[src/rtl/router_pkg.sv]
// Shared constants for the router output-port FIFO: header field layout
// and a helper that pulls the payload length out of a header word.
package router_pkg;

    localparam int LEN_LSB = 2;   // LSB of payload-length field in a header
    localparam int LEN_W   = 6;   // width of payload-length field
    localparam int ADDR_W  = 2;   // destination-address field below the length

    // Payload length carried by an 8-bit header word
    function automatic logic [LEN_W-1:0] hdr_len(input logic [7:0] hdr);
        return hdr[LEN_LSB +: LEN_W];
    endfunction

endpackage

[src/rtl/router_fifo_ram.sv]
// Storage for the packet FIFO: DEPTH entries of {marker, data}, written
// synchronously and read combinationally so the top can register the word.
module router_fifo_ram #(
    parameter int WIDTH = 9,
    parameter int DEPTH = 16
) (
    input  logic                     clock,
    input  logic                     we,
    input  logic [$clog2(DEPTH)-1:0] waddr,
    input  logic [WIDTH-1:0]         wdata,
    input  logic [$clog2(DEPTH)-1:0] raddr,
    output logic [WIDTH-1:0]         rdata
);

    logic [WIDTH-1:0] mem [DEPTH];

    // Write port: contents are never cleared, pointers decide what is valid
    always_ff @(posedge clock) begin
        if (we) begin
            mem[waddr] <= wdata;
        end
    end

    assign rdata = mem[raddr];

endmodule

[src/rtl/router_pkt_fifo.sv]
// Packet-aware router output FIFO. Stores each word with its header marker,
// delivers registered read data with a valid strobe, flags the parity word
// that closes each packet, and keeps occupancy / packet / error status.
import router_pkg::*;

module router_pkt_fifo #(
    parameter int DATA_W   = 8,
    parameter int DEPTH    = 16,
    parameter int AF_LEVEL = 14,
    parameter int LEN_LSB  = router_pkg::LEN_LSB,
    parameter int LEN_W    = router_pkg::LEN_W
) (
    input  logic                     clock,
    input  logic                     reset,
    input  logic                     soft_reset,
    input  logic                     write_enb,
    input  logic                     read_enb,
    input  logic                     lfd_state,
    input  logic [DATA_W-1:0]        data_in,
    output logic                     full,
    output logic                     empty,
    output logic                     almost_full,
    output logic [$clog2(DEPTH):0]   count,
    output logic [$clog2(DEPTH):0]   pkt_count,
    output logic [DATA_W-1:0]        data_out,
    output logic                     data_valid,
    output logic                     pkt_last,
    output logic                     overflow,
    output logic                     underflow
);

    localparam int AW = $clog2(DEPTH);
    localparam int CW = AW + 1;

    logic [AW-1:0]     wr_ptr_reg;
    logic [AW-1:0]     rd_ptr_reg;
    logic [CW-1:0]     count_reg;
    logic [CW-1:0]     pkt_count_reg;
    logic [LEN_W:0]    rem_reg;
    logic [DATA_W-1:0] data_out_reg;
    logic              data_valid_reg;
    logic              pkt_last_reg;
    logic              overflow_reg;
    logic              underflow_reg;

    logic              clear;
    logic              wr_acc;
    logic              rd_acc;
    logic [DATA_W:0]   rd_word;
    logic              rd_marked;
    logic [LEN_W-1:0]  rd_len;
    logic              pkt_inc;
    logic              pkt_dec;

    assign clear     = reset | soft_reset;
    // Acceptance uses the flags from the current (pre-edge) count
    assign wr_acc    = write_enb && !full;
    assign rd_acc    = read_enb && !empty;
    assign rd_marked = rd_word[DATA_W];
    assign rd_len    = rd_word[LEN_LSB +: LEN_W];
    assign pkt_inc   = wr_acc && lfd_state;
    assign pkt_dec   = rd_acc && rd_marked;

    router_fifo_ram #(
        .WIDTH (DATA_W + 1),
        .DEPTH (DEPTH)
    ) u_ram (
        .clock (clock),
        .we    (wr_acc && !clear),
        .waddr (wr_ptr_reg),
        .wdata ({lfd_state, data_in}),
        .raddr (rd_ptr_reg),
        .rdata (rd_word)
    );

    // Pointers and occupancy
    always_ff @(posedge clock) begin
        if (clear) begin
            wr_ptr_reg <= '0;
            rd_ptr_reg <= '0;
            count_reg  <= '0;
        end else begin
            if (wr_acc) wr_ptr_reg <= wr_ptr_reg + AW'(1);
            if (rd_acc) rd_ptr_reg <= rd_ptr_reg + AW'(1);
            case ({wr_acc, rd_acc})
                2'b10:   count_reg <= count_reg + CW'(1);
                2'b01:   count_reg <= count_reg - CW'(1);
                default: count_reg <= count_reg;
            endcase
        end
    end

    // Headers queued but not yet read
    always_ff @(posedge clock) begin
        if (clear) begin
            pkt_count_reg <= '0;
        end else if (pkt_inc && !pkt_dec) begin
            pkt_count_reg <= pkt_count_reg + CW'(1);
        end else if (pkt_dec && !pkt_inc) begin
            pkt_count_reg <= pkt_count_reg - CW'(1);
        end
    end

    // Registered read data, valid strobe and end-of-packet tracking
    always_ff @(posedge clock) begin
        if (clear) begin
            data_out_reg   <= '0;
            data_valid_reg <= 1'b0;
            pkt_last_reg   <= 1'b0;
            rem_reg        <= '0;
        end else if (rd_acc) begin
            data_out_reg   <= rd_word[DATA_W-1:0];
            data_valid_reg <= 1'b1;
            if (rd_marked) begin
                // Header (re)loads payload + parity; a truncated packet just restarts
                rem_reg      <= {1'b0, rd_len} + (LEN_W+1)'(1);
                pkt_last_reg <= 1'b0;
            end else begin
                pkt_last_reg <= (rem_reg == (LEN_W+1)'(1));
                if (rem_reg != '0) rem_reg <= rem_reg - (LEN_W+1)'(1);
            end
        end else begin
            data_out_reg   <= '0;
            data_valid_reg <= 1'b0;
            pkt_last_reg   <= 1'b0;
        end
    end

    // Sticky error flags for rejected requests
    always_ff @(posedge clock) begin
        if (clear) begin
            overflow_reg  <= 1'b0;
            underflow_reg <= 1'b0;
        end else begin
            if (write_enb && full) overflow_reg  <= 1'b1;
            if (read_enb && empty) underflow_reg <= 1'b1;
        end
    end

    assign full        = (count_reg == CW'(DEPTH));
    assign empty       = (count_reg == '0);
    assign almost_full = (count_reg >= CW'(AF_LEVEL));
    assign count       = count_reg;
    assign pkt_count   = pkt_count_reg;
    assign data_out    = data_out_reg;
    assign data_valid  = data_valid_reg;
    assign pkt_last    = pkt_last_reg;
    assign overflow    = overflow_reg;
    assign underflow   = underflow_reg;

endmodule
[config.mk]
export PLATFORM = sky130hd
export DESIGN_NAME = router_pkt_fifo
export DESIGN_NICKNAME = d
export VERILOG_FILES = /design/src/rtl/router_pkg.sv /design/src/rtl/router_fifo_ram.sv /design/src/rtl/router_pkt_fifo.sv
export SDC_FILE = /design/constraint.sdc
export NUM_CORES = 1
export LEC_CHECK = 0
export BUFFER_PORTS_ARGS = -buffer_cell sky130_fd_sc_hd__clkbuf_2
export CAP_MARGIN = 20
export CORE_ASPECT_RATIO = 1.4
export CORE_MARGIN = 2
export CORE_UTILIZATION = 37
export CTS_BUF_LIST = sky130_fd_sc_hd__clkbuf_8
export DETAILED_ROUTE_END_ITERATION = 8
export HOLD_SLACK_MARGIN = 0.05
export REMOVE_ABC_BUFFERS = 1
export SLEW_MARGIN = 20
export SYNTH_ARGS = -nofsm -noshare
export SYNTH_HDL_FRONTEND = slang
export SYNTH_SLANG_ARGS = --single-unit
[constraint.sdc]
create_clock -name clock -period 3.5 [get_ports clock]
set_clock_uncertainty 0.05 [all_clocks]
set_input_delay 0.175 -clock clock [delete_from_list [all_inputs] [get_ports clock]]
set_output_delay 0.175 -clock clock [all_outputs]
set_load 0.02 [all_outputs]
==> impl_results.md, run 1 <==
- Post-route DRC: 0
- Root buffer cell: clkbuf_8
- Area overhead of the layout relative to synthesis: 13.73%
- Placement-stage worst setup slack: 319.1 ps
- Outcome: finished clean
- Least setup slack across all paths after layout: ~360 ps
- Cell row count: 61
- Minimum period implied by the final worst setup slack: roughly 3100 ps
- Count of TritonRoute iterations in the first routing pass: 4
- Max-Cap Viols: 0
- Layout cell share with drive strength beyond 1: between 20% and 30%
- Crit path arrival time: 3480 ps
- Max_slew headroom: 54.94%
- Area inside the core boundary: 19,920 um^2
- Portion of synthesized cell area occupied by the leading cell type: around 58%
- Post-Synth XOR/XNOR Area: about 2.2%
- Post-synthesis mux area share: 12.03%
- Clock transition at the register clock pins on the worst setup and hold paths after CTS: about 120 ps
- Register-to-register setup slack: 360 ps
- Dominant cell by count in the synthesized netlist: edfxtp_1
- Proportion of synthesized chip area in sequential cells: between 60% and 70%
- Combinational cell fraction of total power: 5.2%
- Die Footprint: 21,490 um^2
- Post-route ant nets: 0
- Grt ovf: 0
- Leading cell types by count after synthesis: edfxtp_1 (144), nor2_1 (51), dfxtp_1 (41)
- Critical path, cell by cell: nor4_2 -> nor2b_1 -> nand2b_1 -> inv_2 -> buf_4 -> ha_1 -> inv_1 -> fa_1 -> inv_1 -> a21o_1 -> a21oi_1 -> xnor2_1 -> or3_1 -> a21oi_1
- CTS Buf Count: 17
- Number of warning messages in the yosys log: 0
- Starting DRT DRC Count: 314
- Top-level port count: 39
- Worst-path maximum fanout: 16
- Wire length of the first global-routing pass: about 24 mm
- Number of antenna diodes: 0
- Int Power: about 3 mW
- Number of clock sinks seen by CTS: between 150 and 200
- Total wire length after detailed routing: 15.76 mm
- Initial core utilization: 37.74%
- Part of the power in registers: approximately 59%
- Setup repair after global routing missed its margin: false
- Post-synthesis compound-gate area fraction: a little under 5%
- Via density per instance: 5.194
- Top post-synthesis cells by area: edfxtp_1 (58%), dfxtp_1 (11%), mux4_2 (9.9%)
- Overall global routing resource usage: 14.97%
- Later-pin clock latency in the skew report: 460 ps
- Dominant combinational cell family by area after synthesis: multiplexers
- Net Sw Power: 1.014 mW
- Fin nets: 570
- Post-synthesis adder-cell area fraction: 3.195%
- WL per Instance: roughly 20 um
- Number of synthesized register bits: 185
- Power per standard cell area: 469.6 nW/um^2
- Type of the worst setup path: register to register
- Sw frac: about 25%
- Transition at the pin with the smallest max-transition slack: between 600 and 700 ps
- LEAKAGE: between 2 and 3 nW
- Worst Setup Start Kind: register
- Number of flip-flops in the largest register: approximately 140
- IR drop worst, VDD: 0.2160 mV
- Number of antenna violations at the first check in global routing: 0
- Number of unique standard cell types used by synthesis: 50
- Die extent in x: 124.5 um
- Worst hold slack across all endpoints: 76.61 ps
- Synthesized instance count: 474
- Maximum number of pins on one net before global-route repair: 33
- Number of global-route vias before repair: 4,342
- Simple-gate share of the synthesized area: 7.039%
- Placed wire-length estimate: between 10 and 15 mm
- Post-synthesis average cell area: ~16 um^2
- Routability Congestion: 0.8366
- Setup violation total in the final timing report: 0
- CTS max path bufs: 2
- Leading area contributor after synthesis: edfxtp_1
- Period utilisation layout: 89.85%
- Power share of the clock group: 35.3%
- Endpoint kind of the worst setup timing path: register
- Standard cell with the maximum stage delay on the critical path: dfxtp_1
- Required arrival time at the worst endpoint: 3830 ps
- Overall via count from detail_route: approximately 4,200
- Die Height: roughly 170 um
- Count of final hold-check violations: 0
- CTS tree: yes
- Max incr delay on CP: between 300 and 400 ps
- Most used flip-flop cell after synthesis: edfxtp_1
- Port Buffer Count: 38
- Upper clock frequency limit: 318.0 MHz
- H-tree lvl count: 4
- Share of flip-flops with an asynchronous set or reset after synthesis: 0%
- Number of enable flip-flop cells after synthesis: 144
- Mapped cell area: approximately 7500 um^2
- Type of the worst min-delay path: input pin to register
- Count of final max-slew check failures: 0
[worst paths after layout]
path                           start                         to  depth (start not counted)
min                       data_in[1]  u_ram.mem[2][1]$_DFFE_PP_                          1
max            count[0]$_SDFFE_PP0P_      count[4]$_SDFFE_PP0P_                         14
min reg2reg  rem_reg[6]$_SDFFE_PP0P_    rem_reg[6]$_SDFFE_PP0P_                          2
max reg2reg    count[0]$_SDFFE_PP0P_      count[4]$_SDFFE_PP0P_                         14
[cells in the final DEF (no fill, tap or decap), types with 4 or more instances in the layout]
cell        n
a21o_1      4
o21ai_0     4
nand3_1     7
a21oi_1    20
ha_1       16
dfxtp_1    39
nor2_1     51
xor2_1     14
buf_4      22
a22oi_1     7
mux2i_1    15
inv_1      12
and3_1      4
a211oi_1    4
nand2_1    24
clkbuf_2   38
clkinv_8    4
clkbuf_8   17
nor2b_1     6
xnor2_1     5
edfxtp_1  144
mux4_2     33
[critical path: cells and delay by family, from the launching register on]
kind | cells | cell delay, ps
and+or+nand+nor | 4 | 1140
AOI/OAI and AO/OA | 3 | 510
xor gates and xnor gates | 1 | 100
adders and majority gates | 2 | 470
buffers and inverters | 4 | 440
DFF | 1 | 370
[per-layer routing]
layer	up-vias	global-route usage, %	part of all wire [%]
met3	10	2.939	3.5
met2	90	27.71	56
met1	2139	17.37	39
met4	0	4.635	0.98
met5	-	0	0
li1	1932	-	-
[power groups by stage]
stage          Combinational, mW  Clock [mW]  Sequential (mW)
6_report                   0.210        1.42             2.39
5_1_grt                    0.231        1.53             2.39
4_1_cts                    0.211        1.46             2.39
3_5_place_dp               0.207           0             2.44
3_3_place_gp               0.199           0             2.44
2_1_floorplan              0.118           0             2.45
[cell type report]
class | instances | area, um^2
repair buffers | 65 | 425.4
flip-flops and latches | 185 | 5147
clock inverters | 15 | 171.4
clock buffers | 17 | 234.0
well taps | 252 | 315.3
inverters | 13 | 48.80
multi-input cells | 256 | 2208
fillers | 1767 | 11370
[stage by stage]
step	setup TNS, ps	util, %	instances	power, mW	cell area (um^2)
after floorplan	-1390	-	454	2.567	7396
after global placement	0	40.70	768	2.635	8108
after detailed placement	0	40.70	768	2.644	8108
after CTS	0	42.89	803	4.059	8543
after global routing	0	42.92	803	4.153	8551
final	0	42.92	803	4.016	8551
[timing repair]
| item | CTS | global route |
|---|---|---|
| setup endpoints to repair | 0 | 2 |
| endpoints found under the hold margin | 7 | 0 |
| hold buffers | 3 | 0 |
| setup buffers | 0 | 0 |
| gates resized for setup | 0 | 2 |
[cells by family after synthesis]
| kind of cell | after synthesis |
|---|---|
| AO/OA/AOI/OAI | 55 |
| XOR/XNOR | 19 |
| adder cells (fa/ha/maj) | 18 |
| buffers and inverters | 33 |
| flip-flops | 185 |
| multiplexers | 49 |
| AND/OR/NAND/NOR | 115 |
(Power assumes the default switching activity.)
==> run 2, diff against run 1 <==
CORE_UTILIZATION = 55   (was 37)
CTS_CLUSTER_DIAMETER = 100   (was unset)
PLACE_DENSITY = 0.73   (was unset)
SLEW_MARGIN = 10   (was 20)
==> impl_results.md, run 2 (same netlist as run 1, synthesis figures left out) <==
- Type of the worst min-delay path: input pin to register (unchanged)
- Later-pin clock latency in the skew report: 460 ps (about the same)
- Die Height: 142.3 um (was 172.7 um)
- Max-Cap Viols: 0 (unchanged)
- WL per Instance: 20.13 um (was 19.63 um)
- Post-route DRC: 0 (unchanged)
- Required arrival time at the worst endpoint: 3830 ps (about the same)
- Maximum number of pins on one net before global-route repair: 29 (was 33)
- Crit path arrival time: 3530 ps (was 3480 ps)
- Top-level port count: 39 (unchanged)
- Cell row count: 50 (was 61)
- CTS max path bufs: 2 (unchanged)
- Top routing layer used: met4 (unchanged)
- Total wire length after detailed routing: 14.75 mm (was 15.76 mm)
- Initial core utilization: 56.16% (was 37.74%)
- Number of global-route vias before repair: 4,228 (was 4,342)
- Count of final max-slew check failures: 0 (unchanged)
- Post-route ant nets: 0 (unchanged)
- CTS Buf Count: 17 (unchanged)
- Power per standard cell area: 472.1 nW/um^2 (was 469.6 nW/um^2)
- Via density per instance: 5.704 (was 5.194)
- Number of antenna diodes: 0 (unchanged)
- Met1 layer wirelength in the final routing: 5.654 mm (was 6.206 mm)
- Type of the worst setup path: register to register (unchanged)
- Number of flip-flops in the largest register: 144 (unchanged)
- Count of TritonRoute iterations in the first routing pass: 5 (was 4)
- Routability Congestion: 0.8943 (was 0.8366)
- Placement-stage worst setup slack: 325.6 ps (was 319.1 ps)
- LEAKAGE: 2.916 nW (was 2.933 nW)
- Worst Setup Start Kind: register (unchanged)
- Worst-path maximum fanout: 6 (was 16)
- Count of final hold-check violations: 0 (unchanged)
- Area overhead of the layout relative to synthesis: 11.82% (was 13.73%)
- Grt ovf: 0 (unchanged)
- Overall power after layout: 3.968 mW (was 4.016 mW)
- H-tree lvl count: 4 (unchanged)
- Fin nets: 570 (unchanged)
- Detailed route wirelength on metal3: 698 um (was 544 um)
- Setup repair after global routing missed its margin: false (unchanged)
- Clock transition at the register clock pins on the worst setup and hold paths after CTS: 100 ps (was 120 ps)
- Met2 layer wire length in the routed design: 7.870 mm (was 8.858 mm)
- Post-CTS setup buffer count: 0 (unchanged)
- Minimum period implied by the final worst setup slack: 3195 ps (was 3145 ps)
- Hold Startpoint: data_in[3] (was data_in[1])
- Starting DRT DRC Count: 364 (was 314)
- Least setup slack across all paths after layout: 305.0 ps (was 355.2 ps)
- Setup violation total in the final timing report: 0 (unchanged)
- Die Footprint: 14,630 um^2 (was 21,490 um^2)
- Overall global routing resource usage: 21.68% (was 14.97%)
- Period utilisation layout: 91.29% (was 89.85%)
- Number of antenna violations at the first check in global routing: 0 (unchanged)
- Launching instance or port of the critical path: count[0]$_SDFFE_PP0P_ (unchanged)
- Die extent in x: 102.8 um (was 124.5 um)
- Overall via count from detail_route: 4,181 (was 4,171)
- Max_slew headroom: 49.74% (was 54.94%)
- Endpoint kind of the worst setup timing path: register (unchanged)
- Wire length of the first global-routing pass: 22.97 mm (was 24.48 mm)
- Layout cell share with drive strength beyond 1: 24.50% (was 24.68%)
- Port Buffer Count: 38 (unchanged)
- Transition at the pin with the smallest max-transition slack: 751.1 ps (was 673.5 ps)
- Outcome: finished clean (unchanged)
- Upper clock frequency limit: 313.0 MHz (was 318.0 MHz)
- Fill count: 1,009 (was 1,767)
- Placed wire-length estimate: 10.23 mm (was 10.42 mm)
- Most used cells in the layout excluding fill and tap cells: edfxtp_1 (144), nor2_1 (51), dfxtp_1 (40) (was edfxtp_1 (144), nor2_1 (51), dfxtp_1 (39))
- Root buffer cell: clkbuf_8 (unchanged)
- Most common cell after layout, fill and taps aside: edfxtp_1 (unchanged)
- CTS tree: yes (unchanged)
- Number of clock sinks seen by CTS: 185 (unchanged)
- Area inside the core boundary: 13,390 um^2 (was 19,920 um^2)
- Reg-to-reg critical path startpoint: count[0]$_SDFFE_PP0P_ (unchanged)
- IR drop worst, VDD: 0.2762 mV (was 0.2160 mV)
-- run 2: cell types whose count changed in the layout (fill, tap and decap cells not counted), moves of 2 or more --
cell,before,now
buf_4,22,25
clkinvlp_4,0,3
clkinv_8,4,0
buf_12,2,0
-- run 2: repair_timing --
action                                 4_1_cts  5_1_grt
setup endpoints to repair                    0        0
endpoints found under the hold margin        2        0
resized for setup                            0        0
hold buffers                                 2        0
-- run 2: final cells by class --
type	count	area [um^2]	share of cell area (%)
clock buffers	18	247.7	2.947
clock inverters	14	136.4	1.622
inverters	13	48.80	0.5804
multi-input cells	256	2202	26.19
flip-flops and latches	185	5146	61.21
well taps	182	227.7	2.709
repair buffers	65	397.9	4.733
-- run 2: stage by stage --
step / cells / setup TNS (ps) / hold WS, ps / utilization (%) / instance area, um^2
after global placement: 699 / 0 / 372.9 / 59.78 / 8003
after floorplan: 454 / -1390 / 223.9 / - / 7396
after detailed placement: 699 / 0 / 387.8 / 59.78 / 8003
after global routing: 733 / 0 / 72.55 / 62.79 / 8407
final: 733 / 0 / 59.53 / 62.79 / 8407
after CTS: 733 / 0 / 57.13 / 62.79 / 8407
-- run 2: path summary, 6_finish.rpt --
kind / end / slack (ps) / cells past startpoint
setup / recovery: pkt_count[4]$_SDFFE_PP0P_ / 300 / 13
hold / removal: u_ram.mem[7][3]$_DFFE_PP_ / 60 / 1
setup reg to reg: pkt_count[4]$_SDFFE_PP0P_ / 300 / 13
hold reg to reg: overflow$_SDFFE_PP0P_ / 430 / 2
-- run 2: power breakdown --
group	internal, mW	switching [mW]	total [mW]
clock	0.598	0.778	1.38
combinational	0.0790	0.126	0.205
sequential	2.37	0.0132	2.39
total	3.05	0.917	3.97
-- run 2: worst max-delay path: stages, from the launching register on --
cell,delay (ps)
dfxtp_1,370
nor4_1,400
nor2b_1,250
nand2b_1,280
inv_2,60
nand2_1,110
ha_1,200
inv_1,100
fa_1,410
a21o_1,180
a21oi_1,160
xnor2_1,100
or3_1,310
a21oi_1,150
-- run 2: per-layer routing --
metal	global-route usage (%)	vias up
met5	0	-
met4	9.626	0
met3	4.813	35
met2	37.74	110
met1	25.47	2105
li1	-	1931
